### src/rtl/ifetch.sv
// Instruction fetch stage: one outstanding req/ack read per instruction,
// valid/ready hand-off to decode, next-PC write-back, redirect and fault handling.
module ifetch #(
  parameter int unsigned BUS_TIMEOUT = 255
) (
  input  logic        clk_i,
  input  logic        rst_i,
  input  logic [31:0] pc_i,
  output logic [31:0] pc_o,
  output logic        setPc_o,
  output logic        mem_req_o,
  output logic [31:0] mem_addr_o,
  input  logic        mem_ack_i,
  input  logic [31:0] mem_data_i,
  input  logic        mem_err_i,
  output logic [31:0] instr_o,
  output logic [31:0] instrPc_o,
  output logic        instrValid_o,
  input  logic        instrReady_i,
  input  logic        redirect_i,
  input  logic [31:0] redirectPc_i,
  output logic        fault_o,
  output logic [1:0]  faultCause_o
);

  // state | meaning
  // FETCH | request the word at pc_i (or fault on a misaligned PC)
  // VALID | instruction held for decode until instrReady_i
  // FAULT | sticky fault, waits for a redirect
  // DRAIN | finish an abandoned request at its original address, discard result
  typedef enum logic [1:0] {FETCH, VALID, FAULT, DRAIN} state_t;

  localparam logic [15:0] CNT_LAST = 16'(BUS_TIMEOUT - 1);

  state_t      state, state_nxt;
  logic [15:0] cnt, cnt_nxt;
  logic [1:0]  cause, cause_nxt;
  logic [31:0] addr_q;
  logic        req, set_pc, load_instr, expire;

  assign expire       = req && !mem_ack_i && (cnt == CNT_LAST);
  assign mem_req_o    = req && !rst_i;
  assign setPc_o      = set_pc && !rst_i;
  assign instrValid_o = (state == VALID);
  assign fault_o      = (state == FAULT);
  assign faultCause_o = cause;

  always_comb begin
    state_nxt  = state;
    cnt_nxt    = cnt;
    cause_nxt  = cause;
    load_instr = 1'b0;
    req        = 1'b0;
    set_pc     = 1'b0;
    pc_o       = pc_i + 32'd4;
    mem_addr_o = pc_i;
    case (state)
      FETCH: begin
        if (pc_i[1:0] != 2'b00) begin
          state_nxt = FAULT;
          cause_nxt = 2'b01;
        end else begin
          req = 1'b1;
          if (mem_ack_i) begin
            cnt_nxt = '0;
            if (mem_err_i) begin
              state_nxt = FAULT;
              cause_nxt = 2'b10;
            end else begin
              set_pc     = 1'b1;
              load_instr = 1'b1;
              state_nxt  = VALID;
            end
          end else if (cnt == CNT_LAST) begin
            cnt_nxt   = '0;
            state_nxt = FAULT;
            cause_nxt = 2'b11;
          end else begin
            cnt_nxt = cnt + 16'd1;
          end
        end
      end
      VALID: if (instrReady_i) state_nxt = FETCH;
      FAULT: ;
      DRAIN: begin
        req        = 1'b1;
        mem_addr_o = addr_q;
        if (mem_ack_i || cnt == CNT_LAST) begin
          cnt_nxt   = '0;
          state_nxt = FETCH;
        end else begin
          cnt_nxt = cnt + 16'd1;
        end
      end
      default: state_nxt = FETCH;
    endcase

    // Redirect wins over everything; only a still-live request needs draining.
    if (redirect_i) begin
      set_pc     = 1'b1;
      pc_o       = redirectPc_i;
      cause_nxt  = 2'b00;
      load_instr = 1'b0;
      if (req && !mem_ack_i && !expire) begin
        state_nxt = DRAIN;
      end else begin
        state_nxt = FETCH;
        cnt_nxt   = '0;
      end
    end
  end

  always_ff @(posedge clk_i or posedge rst_i) begin
    if (rst_i) begin
      state     <= FETCH;
      cnt       <= '0;
      cause     <= 2'b00;
      addr_q    <= '0;
      instr_o   <= '0;
      instrPc_o <= '0;
    end else begin
      state <= state_nxt;
      cnt   <= cnt_nxt;
      cause <= cause_nxt;
      if (state == FETCH) addr_q <= pc_i;
      if (load_instr) begin
        instr_o   <= mem_data_i;
        instrPc_o <= pc_i;
      end
    end
  end

endmodule

### config.mk
export PLATFORM = sky130hd
export DESIGN_NAME = ifetch
export DESIGN_NICKNAME = d
export VERILOG_FILES = /design/src/rtl/ifetch.sv
export SDC_FILE = /design/constraint.sdc
export NUM_CORES = 1
export LEC_CHECK = 0
export BUFFER_PORTS_ARGS = -buffer_cell sky130_fd_sc_hd__clkbuf_2
export CAP_MARGIN = 20
export CORE_MARGIN = 2
export CORE_UTILIZATION = 35
export DETAILED_ROUTE_END_ITERATION = 7
export GPL_TIMING_DRIVEN = 0
export PLACE_DENSITY = 0.72
export SLEW_MARGIN = 40
export SYNTH_ARGS = -nofsm -noshare
export SYNTH_HDL_FRONTEND = slang
export SYNTH_SLANG_ARGS = --single-unit
### constraint.sdc
create_clock -name clk_i -period 5 [get_ports clk_i]
set_input_delay 0.25 -clock clk_i [delete_from_list [all_inputs] [get_ports clk_i]]
set_output_delay 0.25 -clock clk_i [all_outputs]
set_load 0.03 [all_outputs]
### After elaboration in Yosys (flattened, before gate mapping)

Cells that the tools add are included.

* register bits: 116
* word-level logic and storage cells: 64
* output and inout bits: 134
* input bits: 102

* mux-type cells: 32
* equal/unequal tests: 8
* reductions and logical operators: 16
* add/subtract/negate cells: 2

Operator list (number)
* 16-bit two-way mux: 6
* 32-bit two-way mux: 2
* 32-bit by 3-bit adder with 32-bit output, second input constant: 1
* 16-bit one-hot mux with 2 select lines: 1
* 2-bit two-way mux: 14
* 16-bit by 1-bit adder with 16-bit output, second input constant: 1
* 16-bit by 8-bit == test with 1-bit output, second input constant: 1
* 4-bit nonzero test: 2
* 1-bit two-way mux: 7
* 2-bit one-hot mux with 3 select lines: 1
* 1-bit logical AND: 5
* 5-bit != test, second input constant: 1
* 2-bit == test, second input constant: 2
* 4-bit by 1-bit != test with 1-bit output, second input constant: 1
* 4-bit AND reduction: 1
* 2-bit nonzero test: 2
* 1-bit zero test: 3
* 3-bit by 1-bit != test with 1-bit output, second input constant: 1
* 3-bit != test, second input constant: 1
* 3-bit AND reduction: 1
* 2-bit by 1-bit == test with 1-bit output, second input constant: 1
* 2-bit zero test: 1
* 1-bit one-hot mux with 2 select lines: 1
* 1-bit logical OR: 1

### Logic depth before layout (Yosys ltp)

Gate-level depths: netlist of run 1.

* depth after elaboration: 9
* depth in mapped cells: 9
* depth with buffers taken out: 7

### Least setup slack after synthesis of run 1

No wires, ideal clock.

* kind: in2out
* from: input port pc_i[12]
* to: output port pc_o[25]
* arrival time: 2.171 ns
* setup slack: 2.579 ns
* data required time: 4.750 ns
* path buffers: 1
* stages on the path: 6
* path through: clkbuf_1 > nand4_1 > nor4_2 > nand4_1 > xor2_1 > o21ai_0

* longest elaborated chain between the ends: 2

Ends and longest elaborated chain
* start: declaration: RTL line 8 `input logic [31:0] pc_i,`
* 32-bit by 3-bit adder with 32-bit output: RTL line 55 `pc_o = pc_i + 32'd4;`
* 32-bit two-way mux: RTL line 99 `if (redirect_i) begin`
* end: declaration: RTL line 9 `output logic [31:0] pc_o,`

Every way passes these cells.

### Worst setup path in the final report of run 1

* from: register state[0]
* to: output port setPc_o

* longest elaborated chain between the ends: 4

Ends and longest elaborated chain
* start: declaration: RTL line 35 `state_t state, state_nxt;`
* start signal: assignment: RTL line 122 `state <= state_nxt;`
* 2-bit zero test: RTL line 57 `case (state)`
* 1-bit two-way mux: RTL line 57
* 1-bit two-way mux: RTL line 99
* 1-bit logical AND: RTL line 43 `assign setPc_o = set_pc && !rst_i;`
* end: declaration: RTL line 10 `output logic setPc_o,`

Every way passes these cells.

==> impl_metrics.env, run 1 <==
export IMPL_status="finished clean"
export IMPL_area_growth_pct=34.4
export IMPL_dr_total_vias=5187
export IMPL_synthFlopType="dfrtp_1"
export IMPL_vdd_ir_drop_worst_mv=0.293
export IMPL_port_buffers=231
export IMPL_route_detailed_wl_per_inst_um=17.4
export IMPL_mappedNetlistArea_mm2=0.00605
export IMPL_final_nets=896
export IMPL_place_ws_ns=2.30
export IMPL_drv_slew=0
export IMPL_synth_seq_cells=116
export IMPL_layout_commonest_cell="clkbuf_2"
export IMPL_crit_path_cell_trace="inv_1 -> ha_1 -> clkbuf_1 -> clkbuf_1 -> a21oi_1 -> nor2_1 -> clkbuf_2"
export IMPL_cts_buffers_inserted=17
export IMPL_cp_common_cell="clkbuf_1"
export IMPL_ioPinCount=236
export IMPL_initial_utilization_pct=35.3
export IMPL_synthDistinctLibCells=45
export IMPL_maximum_number_of_pins_on_one_net_before_global_route_repair=74
export IMPL_setup_violations=0
export IMPL_synth_edf_count=0
export IMPL_min_delay_path_class="in -> reg"
export IMPL_global_route_overflow_total=0
export IMPL_clock_fmax_mhz=326
export IMPL_crit_fanout=10
export IMPL_worst_slew_pin_transition_ns=0.768
export IMPL_ant_nets=0
export IMPL_full_die_area_mm2=0.0183
export IMPL_critPathMaxStageDelay_ns=0.59
export IMPL_timing_max_cap_violations=0
export IMPL_tritoncts="done"
export IMPL_whs_ns=0.0718
export IMPL_tns_ns=0
export IMPL_clock_tree_buffer_depth=2
export IMPL_first_global_vias=5079
export IMPL_crit_path_slowest_cell="clkbuf_1"
export IMPL_grt_pass1_wl_um=27400
export IMPL_drtPass1Iterations=6
export IMPL_syn_mean_instance_area_um2=11.3
export IMPL_ys_top_cells_by_area="dfrtp_1 48%, mux2_2 24%, xor2_1 3.0%"
export IMPL_finalWorstPathRequiredPeriod_ns=3.07
export IMPL_critPathBufInv=4
export IMPL_path_delay_family="buffers and inverters"
export IMPL_synth_largest_type_area_fraction_pct=48.0
export IMPL_ys_async_sr_fraction_pct=100
export IMPL_cts_sinks=116
export IMPL_skew_ns=0.0114
export IMPL_totalWireLength_um=17800
export IMPL_n_antenna_cell=0
export IMPL_critPathArrivalTime_ns=2.82
export IMPL_p_leak_uw=0.00391
export IMPL_power_density_cell_area_mw_per_mm2=478
export IMPL_drt_vias_per_instance=5.06
export IMPL_endpoint_kind="output port"
export IMPL_regArea_mm2=0.00290
export IMPL_count_of_final_hold_check_violations=0
export IMPL_yosysTopAreaCell="dfrtp_1"
export IMPL_fraction_of_final_layout_cells_sized_beyond_drive_strength_1_pct=50.6
export IMPL_number_of_antenna_violations_at_the_first_check_in_global_routing=0
export IMPL_dr_first_iter_drc_count=272
export IMPL_clkTransAtPathRegs_ns=0.06
export IMPL_globalRouteTotalUtil_pct=19.5
export IMPL_multiInputGateArea_mm2=0.00300
export IMPL_synth_warnings=0
export IMPL_worst_setup_path_type="reg -> out"
export IMPL_cts_root_buffer_cell="clkbuf_16"
export IMPL_floorplan_rows=48
export IMPL_die_w_um=135
export IMPL_nFillCells=1628
export IMPL_setup_repair_after_global_routing_missed_its_margin="no"
export IMPL_gp_congestion=0.881
export IMPL_postLayoutSetupSlackWorst_ns=1.93
export IMPL_clk_insertion_delay_late_ns=0.41
export IMPL_fin_total_pwr_uw=3880
export IMPL_cts_max_level=4
export IMPL_synth_sequential_area_ratio_pct=48.0
export IMPL_route_detailed_drc=0
export IMPL_synthCells=535
export IMPL_period_share_pct=61.3
export IMPL_synthesis_nets=644
export IMPL_max_slew_margin_pct=48.4
export IMPL_critPathLaunchType="register"
export IMPL_layout_common_cells="231 x clkbuf_2, 131 x mux2_2, 116 x dfrtp_1"
export IMPL_post_cts_resize_count=0
export IMPL_die_y_um=135
export IMPL_detailed_place_hpwl_um=13200
export IMPL_design_core_area_mm2=0.0171
export IMPL_crit_required_ns=4.75
state kept, by name, indices dropped and copies added, names as in the netlist:
| register | count |
|---|---|
| addr_q | 32 |
| cnt | 16 |
| faultCause_o | 2 |
| instrPc_o | 32 |
| instr_o | 32 |
| state | 2 |
worst reg2reg max path: stages (launching register included):
cell	delay (ns)
dfrtp_1	0.40
inv_1	0.11
ha_1	0.28
clkbuf_1	0.56
clkbuf_1	0.60
mux2_2	0.42
area by class of cell:
type	instances	share of cell area (%)
plain buffers	32	1.54
inverters	8	0.462
multi-input cells	379	36.9
repair buffers	233	14.7
well taps	225	3.47
clock buffers	18	5.28
flip-flops and latches	116	35.7
clock inverters	14	1.88
cells by family (layout without fill, tap and decap cells):
group	Yosys count	after routing	share of synthesized area, %
buf+inv	40	305	2.57
compound gates	81	81	8.32
mux	133	133	24.7
xor+xnor	28	28	4.06
fa+ha+maj	7	7	1.45
flops	116	116	48.0
simple gates	130	130	10.9
report_power, final:
part,switching (uW),leakage (uW),internal [uW]
Combinational,844,0.00216,479
Sequential,137,0.00147,1220
Clock,465,0.000285,740
Total,1450,0.00391,2440
path summary, 6_finish.rpt:
check	start	endpoint	slack, ns	depth (start not counted)
max in group asynchronous	rst_i	instr_o[30]$_DFFE_PP0P_	3.90	4
min	mem_data_i[4]	instr_o[4]$_DFFE_PP0P_	0.07	2
max	state[0]$_DFFE_PP0P_	setPc_o	1.93	7
min reg2reg	instrPc_o[1]$_DFFE_PP0P_	instrPc_o[1]$_DFFE_PP0P_	0.49	1
max reg2reg	state[0]$_DFFE_PP0P_	addr_q[4]$_DFFE_PP0P_	2.53	5
min in group asynchronous	rst_i	cnt[9]$_DFF_PP0_	0.42	3
cells in the mapped netlist, drive strengths merged, types with 8 or more instances:
library cell	count
nand2	44
o21ai	32
nor3	8
xor2	21
inv	8
nand4	10
and4	8
clkbuf	26
a21oi	16
dfrtp	116
mux2	131
nand3	17
nor2	22
routing by layer:
layer	track usage [%]	vias up	wire length (um)
li1	-	2443	-
met1	24.7	2551	7460
met2	33.3	177	8980
met3	5.27	16	1140
met4	5.09	0	228
met5	0	-	0
metrics by stage:
| step | util, % | cell area [um^2] | instances |
|---|---|---|---|
| finish | 47.5 | 8120 | 1025 |
| detailed placement | 43.9 | 7520 | 992 |
| CTS | 47.4 | 8110 | 1025 |
| global route | 47.5 | 8120 | 1025 |
| floorplan | - | 6050 | 535 |
| global placement | 43.7 | 7480 | 991 |
repair_timing:
item / 4_1_cts / 5_1_grt
endpoints found under the setup margin: 0 / 0
hold endpoints to repair: 43 / 0
hold buffers: 1 / 0
setup buffers: 0 / 0
(Power assumes the default switching activity.)
==> inputs of run 2 (changes only) <==
Settings changed: ABC_AREA set to 1, PLACE_DENSITY 0.72 to 0.7.
Clock period 5 ns to 3.1 ns, I/O delays scaled along.
==> run 2 against run 1 <==
Effect of this change: register-to-register slack lost 1.5 ns; critical path depth is 1 lower; sequential cell count is the same; cell count grew 42%; wire length up 40%; power rose by 84%; core utilization up 1.1 points; synthesized area is 13% higher; die area is 12% higher; sequential share of layout area down 4.7 points; largest power group is now combinational logic.
==> impl_metrics.env, run 2 <==
export IMPL_status="finished clean"
export IMPL_crit_required_ns=2.94
export IMPL_rr_endpoint="addr_q[28]$_DFFE_PP0P_"
export IMPL_setup_repair_after_global_routing_missed_its_margin="no"
export IMPL_synthesis_nets=997
export IMPL_worst_setup_path_type="reg -> out"
export IMPL_crit_fanout=10
export IMPL_mappedNetlistArea_mm2=0.00681
export IMPL_grt_pass1_wl_um=37500
export IMPL_top_count_cell_post_synth="nand2_1"
export IMPL_number_of_antenna_violations_at_the_first_check_in_global_routing=0
export IMPL_ys_async_sr_fraction_pct=100
export IMPL_hp_start="mem_data_i[31]"
export IMPL_clock_tree_buffer_depth=2
export IMPL_initial_utilization_pct=35.3
export IMPL_dr_first_iter_drc_count=473
export IMPL_p_leak_uw=0.00487
export IMPL_clock_fmax_mhz=363
export IMPL_vdd_ir_drop_worst_mv=0.331
export IMPL_globalRouteTotalUtil_pct=23.9
export IMPL_ys_top_cells_by_area="dfrtp_1 43%, nand2_1 16%, mux2_4 7.1%"
export IMPL_synth_largest_type_area_fraction_pct=42.6
export IMPL_drt_vias_per_instance=4.97
export IMPL_n_antenna_cell=0
export IMPL_power_density_cell_area_mw_per_mm2=763
export IMPL_crit_cells=6
export IMPL_synthDistinctLibCells=33
export IMPL_place_ws_ns=0.773
export IMPL_synthFlopType="dfrtp_1"
export IMPL_max_slew_margin_pct=47.0
export IMPL_full_die_area_mm2=0.0206
export IMPL_endpoint_kind="output port"
export IMPL_rr_worst_depth=7
export IMPL_cts_sinks=116
export IMPL_rrSetupSlack_ns=1.00
export IMPL_post_route_cell_area_mm2=0.00937
export IMPL_ioPinCount=236
export IMPL_ys_top_cells_by_count="285 x nand2_1, 116 x dfrtp_1, 95 x o21ai_0"
export IMPL_die_w_um=143
export IMPL_critPathArrivalTime_ns=2.60
export IMPL_hold_path_cell_count=2
export IMPL_layout_commonest_cell="nand2_1"
export IMPL_crit_path_cell_trace="ha_1 -> clkbuf_1 -> clkbuf_1 -> nand2_1 -> o21ai_0 -> clkbuf_2"
export IMPL_route_detailed_drc=0
export IMPL_layout_common_cells="285 x nand2_1, 235 x clkbuf_2, 116 x dfrtp_1"
export IMPL_top_regs="addr_q x32, instrPc_o x32, instr_o x32"
export IMPL_synth_seq_cells=116
export IMPL_cts_buffers_inserted=17
export IMPL_post_cts_resize_count=0
export IMPL_tns_ns=0
export IMPL_min_delay_path_class="in -> reg"
export IMPL_cp_common_cell="clkbuf_1"
export IMPL_critPathMaxStageDelay_ns=0.50
export IMPL_area_growth_pct=37.6
export IMPL_synth_edf_count=0
export IMPL_nFillCells=1905
export IMPL_first_global_vias=7046
export IMPL_path_delay_family="buffers and inverters"
export IMPL_clkTransAtPathRegs_ns=0.05
export IMPL_post_cts_setup_buffer_count=0
export IMPL_cts_root_buffer_cell="clkbuf_16"
export IMPL_maximum_number_of_pins_on_one_net_before_global_route_repair=27
export IMPL_synth_warnings=0
export IMPL_critPathLaunchType="register"
export IMPL_final_nets=1288
export IMPL_critical_path_reg2reg_startpoint="state[0]$_DFFE_PP0P_"
export IMPL_design_core_area_mm2=0.0193
export IMPL_setup_violations=0
export IMPL_floorplan_rows=51
export IMPL_global_route_overflow_total=0
export IMPL_period_share_pct=88.9
export IMPL_worst_slew_pin_transition_ns=0.795
export IMPL_syn_mean_instance_area_um2=7.67
export IMPL_placed_cell_area_mm2=0.00843
export IMPL_drv_slew=0
export IMPL_fraction_of_final_layout_cells_sized_beyond_drive_strength_1_pct=29.0
export IMPL_postCtsHoldBufs=32
export IMPL_postLayoutSetupSlackWorst_ns=0.344
export IMPL_totalWireLength_um=25000
export IMPL_ant_nets=0
export IMPL_tritoncts="done"
export IMPL_yosysTopAreaCell="dfrtp_1"
export IMPL_die_y_um=143
export IMPL_clk_insertion_delay_late_ns=0.41
export IMPL_timing_max_cap_violations=0
export IMPL_dr_total_vias=7237
export IMPL_synth_sequential_area_ratio_pct=42.6
export IMPL_cts_max_level=4
export IMPL_count_of_final_hold_check_violations=0
export IMPL_route_detailed_wl_per_inst_um=17.2
export IMPL_drtPass1Iterations=5
export IMPL_min_to="instr_o[31]$_DFFE_PP0P_"
export IMPL_finalWorstPathRequiredPeriod_ns=2.76
export IMPL_detailed_place_hpwl_um=19100
export IMPL_crit_path_slowest_cell="clkbuf_1"
export IMPL_port_buffers=235
export IMPL_critPathBufInv=3
export IMPL_skew_ns=0.0103
export IMPL_final_core_utilization_pct=48.6
export IMPL_synthCells=888
export IMPL_gp_congestion=0.955
-- run 2: how the worst max path moves through the flow --
stage                    startpoint                     end  slack, ns
2_1_floorplan  state[0]$_DFFE_PP0P_          mem_addr_o[23]       1.25
3_3_place_gp                  rst_i  instr_o[7]$_DFFE_PP0P_       0.67
3_5_place_dp   state[0]$_DFFE_PP0P_           mem_addr_o[8]       0.77
5_1_grt        state[1]$_DFFE_PP0P_           mem_addr_o[8]       0.16
6_report       state[0]$_DFFE_PP0P_           mem_addr_o[8]       0.34
4_1_cts        state[0]$_DFFE_PP0P_           mem_addr_o[8]       0.31
-- run 2: final cells by class --
type	instances	area (um^2)	share of cell area (%)
buffer	34	201	2.15
clock buffer	23	468	5.00
clock inverter	9	151	1.62
inverter	90	342	3.65
multi-input combinational	648	3370	35.9
sequential	116	2900	31.0
tap	265	332	3.54
timing repair buffer	272	1600	17.1
-- run 2: kinds of logic after synthesis --
kind of cell | after synthesis | share of synthesized area, %
flops | 116 | 42.6
compound gates | 172 | 14.0
fa+ha+maj | 7 | 1.29
xor+xnor | 7 | 0.900
mux | 32 | 7.06
simple gates | 430 | 26.2
buf+inv | 124 | 7.92
-- run 2: per-stage QoR --
stage,hold WS [ns],total power [uW],instances
after CTS,0.000648,7160,1457
after floorplan,0.304,4140,888
after detailed placement,0.113,5010,1393
after global placement,0.389,4950,1388
after global routing,0.00943,7520,1457
final,0.0128,7150,1457
-- run 2: report_power, final --
part / internal [uW] / switching, uW
clock network: 1390 / 704
registers: 2040 / 352
logic: 875 / 1800
-- run 2: layer usage --
| layer | vias up | track usage (%) | share of wire [%] | routed length, um |
|---|---|---|---|---|
| li1 | 3474 | - | - | - |
| met4 | 0 | 10.4 | 3.7 | 925 |
| met1 | 3404 | 30.6 | 42 | 10600 |
| met3 | 52 | 5.83 | 8.0 | 1990 |
| met2 | 307 | 38.4 | 46 | 11500 |
| met5 | - | 0 | 0 | 0 |
